===== src/rtl/latch_sync_debounce.sv =====
// latch_sync_debounce
// Brings the asynchronous level from the reset latch into the clk domain.
// Each level change is qualified by a debounce FSM before it is reported.
// Accepted changes produce a registered level, one-cycle rise/fall pulses
// and a wrapping event count.
//
// state   | meaning
// --------+-----------------------------------------------------------
// LOW     | level is 0 and stable; waiting for sync=1 with en=1
// TO_HIGH | candidate 0->1 change; qcnt counts consecutive sync=1
// HIGH    | level is 1 and stable; waiting for sync=0 with en=1
// TO_LOW  | candidate 1->0 change; qcnt counts consecutive sync=0
module latch_sync_debounce #(
    parameter int SYNC_STAGES  = 2,
    parameter int DEBOUNCE_CNT = 4,
    parameter int EVT_W        = 8
) (
    input  logic             clk,
    input  logic             rst,
    input  logic             latch_q,
    input  logic             en,
    input  logic             cnt_clr,
    output logic             level,
    output logic             rise,
    output logic             fall,
    output logic [EVT_W-1:0] evt_cnt,
    output logic             busy
);

    localparam int QW = $clog2(DEBOUNCE_CNT + 1);
    localparam logic [QW-1:0] D_VAL = QW'(DEBOUNCE_CNT);

    // Reject configurations that cannot synchronize or qualify.
    generate
        if (SYNC_STAGES < 2) begin : g_bad_sync
            $error("latch_sync_debounce: SYNC_STAGES must be at least 2");
        end
        if (DEBOUNCE_CNT < 1) begin : g_bad_deb
            $error("latch_sync_debounce: DEBOUNCE_CNT must be at least 1");
        end
    endgenerate

    typedef enum logic [1:0] {
        LOW     = 2'd0,
        TO_HIGH = 2'd1,
        HIGH    = 2'd2,
        TO_LOW  = 2'd3
    } state_t;

    logic [SYNC_STAGES-1:0] sync_ff;
    logic                   sync;

    state_t                 state;
    state_t                 state_nxt;
    logic [QW-1:0]          qcnt;
    logic [QW-1:0]          qcnt_nxt;
    logic [QW-1:0]          qinc;
    logic                   level_nxt;
    logic                   rise_nxt;
    logic                   fall_nxt;
    logic                   busy_nxt;
    logic                   accept;
    logic [EVT_W-1:0]       evt_nxt;

    // Synchronizer chain; the only logic that samples latch_q, runs regardless of en.
    always_ff @(posedge clk) begin
        if (rst) begin
            sync_ff <= '0;
        end else begin
            sync_ff <= {sync_ff[SYNC_STAGES-2:0], latch_q};
        end
    end

    assign sync = sync_ff[SYNC_STAGES-1];

    // State, qualification counter and all registered outputs.
    always_ff @(posedge clk) begin
        if (rst) begin
            state   <= LOW;
            qcnt    <= '0;
            level   <= 1'b0;
            rise    <= 1'b0;
            fall    <= 1'b0;
            busy    <= 1'b0;
            evt_cnt <= '0;
        end else begin
            state   <= state_nxt;
            qcnt    <= qcnt_nxt;
            level   <= level_nxt;
            rise    <= rise_nxt;
            fall    <= fall_nxt;
            busy    <= busy_nxt;
            evt_cnt <= evt_nxt;
        end
    end

    // Next-state, qualification and accept decisions.
    always_comb begin
        state_nxt = state;
        qcnt_nxt  = qcnt;
        level_nxt = level;
        rise_nxt  = 1'b0;
        fall_nxt  = 1'b0;
        accept    = 1'b0;
        qinc      = qcnt + QW'(1);

        case (state)
            LOW: begin
                if (en && sync) begin
                    if (DEBOUNCE_CNT == 1) begin
                        state_nxt = HIGH;
                        qcnt_nxt  = '0;
                        level_nxt = 1'b1;
                        rise_nxt  = 1'b1;
                        accept    = 1'b1;
                    end else begin
                        state_nxt = TO_HIGH;
                        qcnt_nxt  = QW'(1);
                    end
                end
            end

            TO_HIGH: begin
                // Losing en or seeing sync drop abandons the candidate silently.
                if (!en || !sync) begin
                    state_nxt = LOW;
                    qcnt_nxt  = '0;
                end else if (qinc == D_VAL) begin
                    state_nxt = HIGH;
                    qcnt_nxt  = '0;
                    level_nxt = 1'b1;
                    rise_nxt  = 1'b1;
                    accept    = 1'b1;
                end else begin
                    qcnt_nxt  = qinc;
                end
            end

            HIGH: begin
                if (en && !sync) begin
                    if (DEBOUNCE_CNT == 1) begin
                        state_nxt = LOW;
                        qcnt_nxt  = '0;
                        level_nxt = 1'b0;
                        fall_nxt  = 1'b1;
                        accept    = 1'b1;
                    end else begin
                        state_nxt = TO_LOW;
                        qcnt_nxt  = QW'(1);
                    end
                end
            end

            TO_LOW: begin
                if (!en || sync) begin
                    state_nxt = HIGH;
                    qcnt_nxt  = '0;
                end else if (qinc == D_VAL) begin
                    state_nxt = LOW;
                    qcnt_nxt  = '0;
                    level_nxt = 1'b0;
                    fall_nxt  = 1'b1;
                    accept    = 1'b1;
                end else begin
                    qcnt_nxt  = qinc;
                end
            end

            default: begin
                state_nxt = LOW;
                qcnt_nxt  = '0;
                level_nxt = 1'b0;
            end
        endcase

        // Clear wins over a coincident increment.
        if (cnt_clr) begin
            evt_nxt = '0;
        end else if (accept) begin
            evt_nxt = evt_cnt + EVT_W'(1);
        end else begin
            evt_nxt = evt_cnt;
        end

        busy_nxt = (state_nxt == TO_HIGH) || (state_nxt == TO_LOW);
    end

endmodule


===== config.mk =====
export PLATFORM = sky130hd
export DESIGN_NAME = latch_sync_debounce
export DESIGN_NICKNAME = d
export VERILOG_FILES = /design/src/rtl/latch_sync_debounce.sv
export SDC_FILE = /design/constraint.sdc
export NUM_CORES = 1
export LEC_CHECK = 0
export ABC_AREA = 1
export BUFFER_PORTS_ARGS = -buffer_cell sky130_fd_sc_hd__buf_4
export CORE_MARGIN = 2
export CORE_UTILIZATION = 42
export CTS_CLUSTER_SIZE = 25
export DETAILED_ROUTE_END_ITERATION = 16
export GPL_TIMING_DRIVEN = 1
export PLACE_DENSITY = 0.75
export SETUP_SLACK_MARGIN = 0.1
export SKIP_LAST_GASP = 1
export SYNTH_ARGS = -nofsm -noshare
export SYNTH_HDL_FRONTEND = slang
export SYNTH_SLANG_ARGS = --single-unit

===== constraint.sdc =====
create_clock -name clk -period 1.6 [get_ports clk]
set_clock_uncertainty 0.2 [all_clocks]
set_input_delay 0.32 -clock clk [delete_from_list [all_inputs] [get_ports clk]]
set_output_delay 0.32 -clock clk [all_outputs]
set_load 0.03 [all_outputs]

==> impl_metrics.toml, run 1 <==
[global_routing]
maximum_number_of_pins_on_one_net_before_global_route_repair = 12
grt-ovfl-total = 0
number_of_antenna_violations_at_the_first_check_in_global_routing = 0
grt_pass1_vias = 860
grtUsageTotal_pct = 17.7
grt_pass1_wl_um = 3540

[power]
power_per_cell_area_mw_per_mm2 = 629
power_leakage_nw = 0.543
total_power_uw = 780
power.sequential.fraction_pct = 61.8
swShare_pct = 24.5
p_clk_share_pct = 32.4
comb_power_share_pct = 5.8
p_int_uw = 589
vdd_ir_drop_max_mv = 0.533
power_switching_uw = 191

[logic_synthesis]
yosysUniqueCellTypes = 21
yosys_warnings = 0
ys_seq_area_share_pct = 40.3
syn_area_per_cell_sq_um = 6.85
register_bit_count_reported_by_yosys = 19
synth_fp_nets = 146
mappedNetlistArea_sq_um = 945
synth_cells = 138

[timing]
finalWorstPathRequiredPeriod_ns = 1.48
grt_setup_unrepaired = "true"
worst_slew_margin_rel_pct = 73.9
setup_viol = 0
maxClockFrequency_mhz = 675
worst_pin_slew_ns = 0.388
post-route-worst-setup-slack_ns = 0.118
number_of_pins_exceeding_their_max_slew_limit_in_the_final_report = 0
sum_of_negative_setup_slack_ns = 0
report.final.hold_viol_count = 0
timing.final.crit_share_pct = 92.6

[cells_and_area]
final.fill_count = 220
multi_input_area_sq_um = 543
n_antenna_cell = 0
fin_nets = 171
area.sequential_sq_um = 395
final_layout_size_suffix_gt1_share_pct = 32.7
area_growth_pct = 31.1
layoutNonFillerInstCount = 190

[clocking]
tritoncts.num_buffers = 3
clk_transition_reported_paths_ns = 0.11
clock_latency_reported_for_the_late_side_of_the_worst_skew_pair_ns = 0.30
root_buf_cell = "clkbuf_4"
bufs_on_longest_clock_path = 2
clock-sinks = 19
tritoncts_clock_tree = "yes"
h-tree-depth = 1

[placed_design]
gp_congestion = 0.774
dp_cells = 181
place_ws_ns = 0.00950
io_buffer_count = 16
hpwl_um = 1510

[route]
first_pass_iteration_count_of_the_detailed_router = 5
routedWlPerCell_um = 12.0
route.antenna.remaining_nets = 0
drt_first_iter_violations = 23
vias_per_cell = 5.04
drt_drc_violations_left = 0
post_route_wl_um = 2290
routed-via-count = 957

[setup_path]
crit_type = "reg2reg"
cp_data_required_time_ns = 1.61
max_stage_delay_ns = 0.37
kind_of_start_point_of_the_critical_path = "flip-flop"
crit_chain = "ha_4 -> nand2_2 -> nand3_4 -> buf_4 -> buf_4 -> nand3_1 -> a21oi_1"
critical_path_peak_fanout = 5
critPathCaptureType = "flip-flop"
worst_path_most_repeated_cell = "buf_4"
cp.arrival_ns = 1.49
timing.critical_path.slowest_stage_cell = "dfxtp_4"

[floorplanning]
floorplan.core_area_sq_mm = 0.00217
die_w_um = 51.4
std_cell_rows = 17
io_pins = 17
floorplan.initialDensity_pct = 43.5
die-area_sq_mm = 0.00264
die-height_um = 51.4

[run]
max_cap_viol_count = 0

[outcome]
outcome = "completed"

[min_path]
worst_hold_path_type = "in2reg"
-- cells in the mapped netlist --
library cell  instances  area, sq um
xor2_1                1         8.76
nand4_1               2         12.5
nand3_1               8         40.0
nor3_1                2         10.0
nand2_4               1         11.3
clkbuf_1              1         3.75
inv_1                18         67.6
nand3_2               1         10.0
o21ai_0               3         15.0
nand2_2               2         12.5
a21oi_4               1         16.3
inv_2                 2         7.51
nor2_1               13         48.8
and3_1                1         6.26
a21oi_1              14         70.1
dfxtp_1              19          380
nor2_2                1         6.26
ha_1                  3         37.5
nand4_2               1         12.5
nand2_1              42          158
o21ai_1               2         10.0
-- cell usage in the layout (no fill, tap or decap), types with 3 or more instances in the layout --
cell type and instances:
clkbuf_4 3, a21oi_1 10, nand3_1 8, a21oi_2 4, nand2_1 38, nand2_2 5
dfxtp_1 11, inv_1 17, o21ai_1 3, nor2_1 13, dfxtp_2 6, buf_4 20
-- power by group through the flow --
stage / Clock [mW] / Combinational (mW) / Sequential (mW)
5_1_grt: 0.280 / 0.0501 / 0.483
3_5_place_dp: 0 / 0.0383 / 0.494
3_3_place_gp: 0 / 0.0367 / 0.493
2_1_floorplan: 0 / 0.0218 / 0.495
6_report: 0.253 / 0.0451 / 0.482
4_1_cts: 0.253 / 0.0385 / 0.483
-- flip-flops by register name, indices dropped and copies added, names as in the netlist --
name	count
level	1
fall	1
evt_cnt	8
state	2
busy	1
sync_ff	2
qcnt	3
rise	1
-- critical path, delay by kind of cell (launching register included) --
| kind | cells | cell delay [ns] |
|---|---|---|
| AO/OA/AOI/OAI | 1 | 0.06 |
| adder cells (fa/ha/maj) | 1 | 0.16 |
| buffers and inverters | 2 | 0.29 |
| flip-flops | 1 | 0.37 |
| AND/OR/NAND/NOR | 3 | 0.30 |
-- repair_timing --
action,CTS,global route
hold buffers,0,1
setup endpoints to repair,14,17
endpoints found under the hold margin,0,1
resized for setup,6,21
pin swaps,0,6
buffers inserted,1,3
gates cloned,0,0
-- final cells by class --
cell class	instances	area share, %
timing repair buffer	21	12.9
sequential	19	31.9
inverter	20	6.26
tap	28	2.83
multi-input combinational	98	43.8
clock inverter	1	0.404
clock buffer	3	1.82
-- routing by layer --
| metal | vias up | global-route usage, % | part of all wire, % |
|---|---|---|---|
| met5 | - | 0 | 0 |
| met4 | 0 | 10.5 | 2.0 |
| met3 | 6 | 1.75 | 3.3 |
| met2 | 20 | 30.1 | 52 |
| met1 | 447 | 21.5 | 43 |
| li1 | 484 | - | - |
-- metrics by stage --
| step | instance area, sq um | utilization [%] | hold WS, ns |
|---|---|---|---|
| after floorplan | 945 | - | 0.188 |
| after global placement | 1100 | 50.5 | 0.191 |
| after detailed placement | 1100 | 50.5 | 0.199 |
| after CTS | 1150 | 52.8 | 0.00985 |
| after global routing | 1240 | 57.1 | 0.0433 |
| final | 1240 | 57.1 | 0.0512 |
-- worst paths after layout --
| path | start | to | slack [ns] | depth (start not counted) |
|---|---|---|---|---|
| setup / recovery | qcnt[1] | qcnt[0] | 0.12 | 7 |
| hold / removal | rst | qcnt[1] | 0.05 | 2 |
| setup reg to reg | qcnt[1] | qcnt[0] | 0.12 | 7 |
| hold reg to reg | sync_ff[0] | sync_ff[1] | 0.21 | 2 |
-- cell families after synthesis --
kind of cell	synth area share [%]
AO/OA/AOI/OAI	11.8
buffers and inverters	8.34
XOR/XNOR	0.927
flip-flops	40.3
adder cells (fa/ha/maj)	3.97
AND/OR/NAND/NOR	34.7
Power figures use the tool's default switching activity.
==> run 2, diff against run 1 <==
--- a/config.mk
+++ b/config.mk
@@ -13,6 +13,7 @@
 export DETAILED_ROUTE_END_ITERATION = 16
 export GPL_TIMING_DRIVEN = 1
 export PLACE_DENSITY = 0.75
+export RECOVER_POWER = 25
 export SETUP_SLACK_MARGIN = 0.1
 export SKIP_LAST_GASP = 1
 export SYNTH_ARGS = -nofsm -noshare
==> impl_metrics.toml, run 2 (synthesis results as in run 1) <==
[timing]
finalWorstPathRequiredPeriod_ns = 1.48
post-route-worst-setup-slack_ns = 0.118
worst_pin_slew_ns = 0.388
maxClockFrequency_mhz = 675
worst_slew_margin_rel_pct = 73.9
report.final.hold_viol_count = 0
number_of_pins_exceeding_their_max_slew_limit_in_the_final_report = 0
timing.final.crit_share_pct = 92.6
grt_setup_unrepaired = "true"
sum_of_negative_setup_slack_ns = 0
setup_viol = 0

[setup_path]
reg2reg_to = "qcnt[0]"
reg2reg_slack_ns = 0.12
critical_path_peak_fanout = 5
critPathCaptureType = "flip-flop"
crit-reg2reg-launch = "qcnt[1]"
kind_of_start_point_of_the_critical_path = "flip-flop"
cp_data_required_time_ns = 1.61
crit_type = "reg2reg"
cp.arrival_ns = 1.49
timing.reg2reg.worst_path_depth = 7

[power]
power.sequential.fraction_pct = 61.9
power_per_cell_area_mw_per_mm2 = 635
comb_power_share_pct = 5.7
vdd_ir_drop_max_mv = 0.533
p_clk_share_pct = 32.4
power_leakage_nw = 0.529
swShare_pct = 24.4
p_int_uw = 588
power_switching_uw = 190

[route]
routed-via-count = 960
vias_per_cell = 5.05
route.antenna.remaining_nets = 0
post_route_wl_um = 2280
drt_first_iter_violations = 25
first_pass_iteration_count_of_the_detailed_router = 4
drt_drc_violations_left = 0
routedWlPerCell_um = 12.0

[global_routing]
number_of_antenna_violations_at_the_first_check_in_global_routing = 0
maximum_number_of_pins_on_one_net_before_global_route_repair = 12
grtUsageTotal_pct = 17.7
grt_pass1_vias = 860
grt-ovfl-total = 0
grt_pass1_wl_um = 3540

[placed_design]
gp_congestion = 0.774
dp_cells = 181
io_buffer_count = 16
placement.cell_area_sq_mm = 0.00110
place_ws_ns = 0.00950
hpwl_um = 1510

[clocking]
clock-sinks = 19
root_buf_cell = "clkbuf_4"
h-tree-depth = 1
clk_transition_reported_paths_ns = 0.11
tritoncts.num_buffers = 3
tritoncts_clock_tree = "yes"
clock_latency_reported_for_the_late_side_of_the_worst_skew_pair_ns = 0.30
bufs_on_longest_clock_path = 2

[cells_and_area]
layoutNonFillerInstCount = 190
area_growth_pct = 29.7
layout.cell_area.non_filler_sq_mm = 0.00122
reg.largest.list = "evt_cnt: 8 flops, qcnt: 3 flops"
layout_commonest_cell = "nand2_1"
largest_register_ff_count = 8
fin_util_pct = 56.5
n_antenna_cell = 0
fin_nets = 171
final_cell_mix = "nand2_1 (38), inv_1 (17), buf_4 (15)"
top_register = "evt_cnt"
final_layout_size_suffix_gt1_share_pct = 30.9

[min_path]
hold_path.startpoint = "rst"
min_to = "qcnt[1]"
worst_hold_path_type = "in2reg"
whs_path_depth = 2

[floorplanning]
io_pins = 17
die-height_um = 51.4
floorplan.initialDensity_pct = 43.5
floorplan.core_area_sq_mm = 0.00217
std_cell_rows = 17
die-area_sq_mm = 0.00264
die_w_um = 51.4

[outcome]
outcome = "completed"

[run]
max_cap_viol_count = 0
==> run 2: cell count changes in the layout (fill, tap and decap cells not counted), sizes merged <==
cell | previous run | this run
buf | 20 | 15
clkbuf | 3 | 8
==> run 2: worst max-delay path by stage <==
stage	start	endpoint	slack [ns]	depth (start not counted)
6_report	qcnt[1]	qcnt[0]	0.12	7
5_1_grt	qcnt[1]	evt_cnt[5]	0.04	7
4_1_cts	evt_cnt[4]	evt_cnt[4]	0.10	1
3_5_place_dp	qcnt[0]	evt_cnt[1]	0.009	8
3_3_place_gp	qcnt[0]	evt_cnt[1]	0.11	8
2_1_floorplan	evt_cnt[0]	evt_cnt[4]	0.10	6
==> run 2: what timing repair did <==
| action | 4_1_cts | 5_1_grt |
|---|---|---|
| pin swaps | 0 | 6 |
| setup buffers | 1 | 3 |
| cloned | 0 | 0 |
| hold endpoints to repair | 0 | 1 |
| hold buffers | 0 | 1 |
| resized for setup | 6 | 21 |
| setup endpoints to repair | 14 | 17 |
==> run 2: cell type report <==
cell class	instances	area (sq um)
inverters	20	77.6
repair buffers	21	146
clock inverters	1	5.00
well taps	28	35.0
clock buffers	3	22.5
flip-flops and latches	19	395
fillers	225	945
multi-input cells	98	543
==> run 2: per-stage QoR <==
stage | hold slack (ns) | total power [mW]
floorplan | 0.188 | 0.516
global placement | 0.191 | 0.530
detailed placement | 0.199 | 0.532
CTS | 0.00985 | 0.775
global route | 0.0433 | 0.812
finish | 0.0515 | 0.778
==> run 2: critical path: stages (launching register included) <==
cell and delay, ns:
dfxtp_4 0.37, ha_4 0.16, nand2_2 0.10, nand3_4 0.12, buf_4 0.16, buf_4 0.13
nand3_1 0.08, a21oi_1 0.06
==> run 2: power by group through the flow <==
| stage | registers (mW) | logic [mW] | clock network (mW) |
|---|---|---|---|
| after floorplan | 0.495 | 0.0218 | 0 |
| after global placement | 0.493 | 0.0367 | 0 |
| after detailed placement | 0.494 | 0.0383 | 0 |
| after CTS | 0.483 | 0.0385 | 0.253 |
| after global routing | 0.483 | 0.0492 | 0.280 |
| final | 0.482 | 0.0442 | 0.252 |
==> run 2: metal layers <==
metal	wire length (um)	GRT usage [%]	part of all wire, %
met1	981	21.5	43
met5	0	0	0
met3	66	1.75	2.9
met2	1190	30.1	52
met4	46	10.5	2.0
==> run 3, diff against run 2 <==
--- a/config.mk
+++ b/config.mk
@@ -14,7 +14,7 @@
 export GPL_TIMING_DRIVEN = 1
 export PLACE_DENSITY = 0.75
 export RECOVER_POWER = 25
-export SETUP_SLACK_MARGIN = 0.1
+export SETUP_SLACK_MARGIN = 0.5
 export SKIP_LAST_GASP = 1
 export SYNTH_ARGS = -nofsm -noshare
 export SYNTH_HDL_FRONTEND = slang
==> impl_metrics.toml, run 3 (synthesis results as in run 1) <==
[setup_path]
timing.critical_path.slowest_stage_cell = "dfxtp_2"
crit_chain = "ha_4 -> inv_2 -> nand2_4 -> nand3_4 -> a21oi_4 -> nand2_1 -> a21oi_1"
crit_type = "reg2reg"
cp.arrival_ns = 1.51
critPathCaptureType = "flip-flop"
cp_num_buf_inv = 1
max_stage_delay_ns = 0.38
timing.reg2reg.worst_path_depth = 7
cpLargestDelayFamily = "flip-flops"
cp_data_required_time_ns = 1.65
critical_path_peak_fanout = 7
kind_of_start_point_of_the_critical_path = "flip-flop"
cp_num_cells = 7

[timing]
worst_slew_margin_rel_pct = 71.2
timing.final.crit_share_pct = 91.8
number_of_pins_exceeding_their_max_slew_limit_in_the_final_report = 0
worst_pin_slew_ns = 0.433
grt_setup_unrepaired = "true"
setup_viol = 0
post-route-worst-setup-slack_ns = 0.132
maxClockFrequency_mhz = 681
report.final.hold_viol_count = 0
finalWorstPathRequiredPeriod_ns = 1.47
sum_of_negative_setup_slack_ns = 0

[cells_and_area]
area_growth_pct = 43.8
final_cell_mix = "nand2_1 (38), inv_1 (17), buf_4 (17)"
final_layout_size_suffix_gt1_share_pct = 38.5
final.fill_count = 170
n_antenna_cell = 0
top_register = "evt_cnt"
largest_register_ff_count = 8
reg.largest.list = "evt_cnt: 8 flops, qcnt: 3 flops"
fin_nets = 178
layout.cell_area.non_filler_sq_mm = 0.00136
layout_commonest_cell = "nand2_1"

[clocking]
bufs_on_longest_clock_path = 2
cts_hold_buf = 0
tritoncts_clock_tree = "yes"
root_buf_cell = "clkbuf_4"
h-tree-depth = 1
tritoncts.num_buffers = 3
clock-sinks = 19
clock_latency_reported_for_the_late_side_of_the_worst_skew_pair_ns = 0.31
clk_transition_reported_paths_ns = 0.11

[route]
post_route_wl_um = 2300
drt_drc_violations_left = 0
vias_per_cell = 5.08
routed-via-count = 1001
routedWlPerCell_um = 11.7
drt_first_iter_violations = 31
route.antenna.remaining_nets = 0
first_pass_iteration_count_of_the_detailed_router = 4

[power]
total_power_uw = 780
vdd_ir_drop_max_mv = 0.388
power_switching_uw = 197
p_clk_share_pct = 32.8
power.sequential.fraction_pct = 60.9
power_leakage_nw = 0.580
p_int_uw = 583
power_per_cell_area_mw_per_mm2 = 574
comb_power_share_pct = 6.2
swShare_pct = 25.2

[global_routing]
grtUsageTotal_pct = 18.8
number_of_antenna_violations_at_the_first_check_in_global_routing = 0
grt_pass1_wl_um = 3750
globalRouteMet1Util_pct = 23.4
grt.met3_usage_pct = 3.80
grtUsageMet2_pct = 31.2
grt_pass1_vias = 917
maximum_number_of_pins_on_one_net_before_global_route_repair = 12
grt-ovfl-total = 0
grt_most_used_layer = "met2"

[min_path]
whs_path_depth = 3
worst_hold_path_type = "in2reg"

[placed_design]
place_ws_ns = 0.181
hpwl_um = 1500
io_buffer_count = 16
placement.cell_area_sq_mm = 0.00115
gp_congestion = 0.782

[outcome]
outcome = "completed"

[floorplanning]
die-area_sq_mm = 0.00264
floorplan.initialDensity_pct = 43.5
io_pins = 17
std_cell_rows = 17
floorplan.core_area_sq_mm = 0.00217
die_w_um = 51.4
die-height_um = 51.4

[run]
max_cap_viol_count = 0
run 3: power groups by stage:
stage,registers (mW),clock network (mW),logic (mW)
floorplan,0.492,0,0.0224
global placement,0.491,0,0.0373
detailed placement,0.491,0,0.0388
CTS,0.476,0.249,0.0433
global route,0.476,0.277,0.0537
finish,0.475,0.256,0.0487
run 3: through the flow:
step | utilization (%) | hold WS, ns | std cells
finish | 62.6 | 0.00442 | 197
global route | 62.6 | 0.00703 | 197
CTS | 59.6 | 0.0193 | 192
detailed placement | 53.0 | 0.200 | 181
global placement | 53.0 | 0.191 | 181
floorplan | - | 0.188 | 138
run 3: layer usage:
layer,vias to the layer above,part of all wire [%]
met3,11,5.1
met1,452,42
li1,504,-
met4,0,2.8
met2,34,50
met5,-,0
run 3: worst paths after layout:
path         startpoint         end  slack, ns
max             qcnt[0]  evt_cnt[3]       0.13
min             latch_q  sync_ff[0]      0.004
max reg2reg     qcnt[0]  evt_cnt[3]       0.13
min reg2reg  sync_ff[0]  sync_ff[1]       0.20
run 3: area by class of cell:
cell class	count	area, sq um	share of cell area [%]
Clock buffer	3	22.5	1.66
Clock inverter	1	5.00	0.368
Inverter	20	80.1	5.89
Multi-Input combinational cell	99	573	42.2
Sequential cell	19	410	30.2
Tap cell	28	35.0	2.58
Timing Repair Buffer	27	233	17.1
run 3: repair_timing:
item	CTS	global route
setup endpoints to repair	29	29
cloned	1	0
resized for setup	21	11
pin swaps	8	7
buffers inserted	6	5
run 3: worst reg2reg max path: stages (launching register included):
cell and delay (ns):
dfxtp_2 0.38, ha_4 0.15, inv_2 0.04, nand2_4 0.06
nand3_4 0.12, a21oi_4 0.22, nand2_1 0.09, a21oi_1 0.14
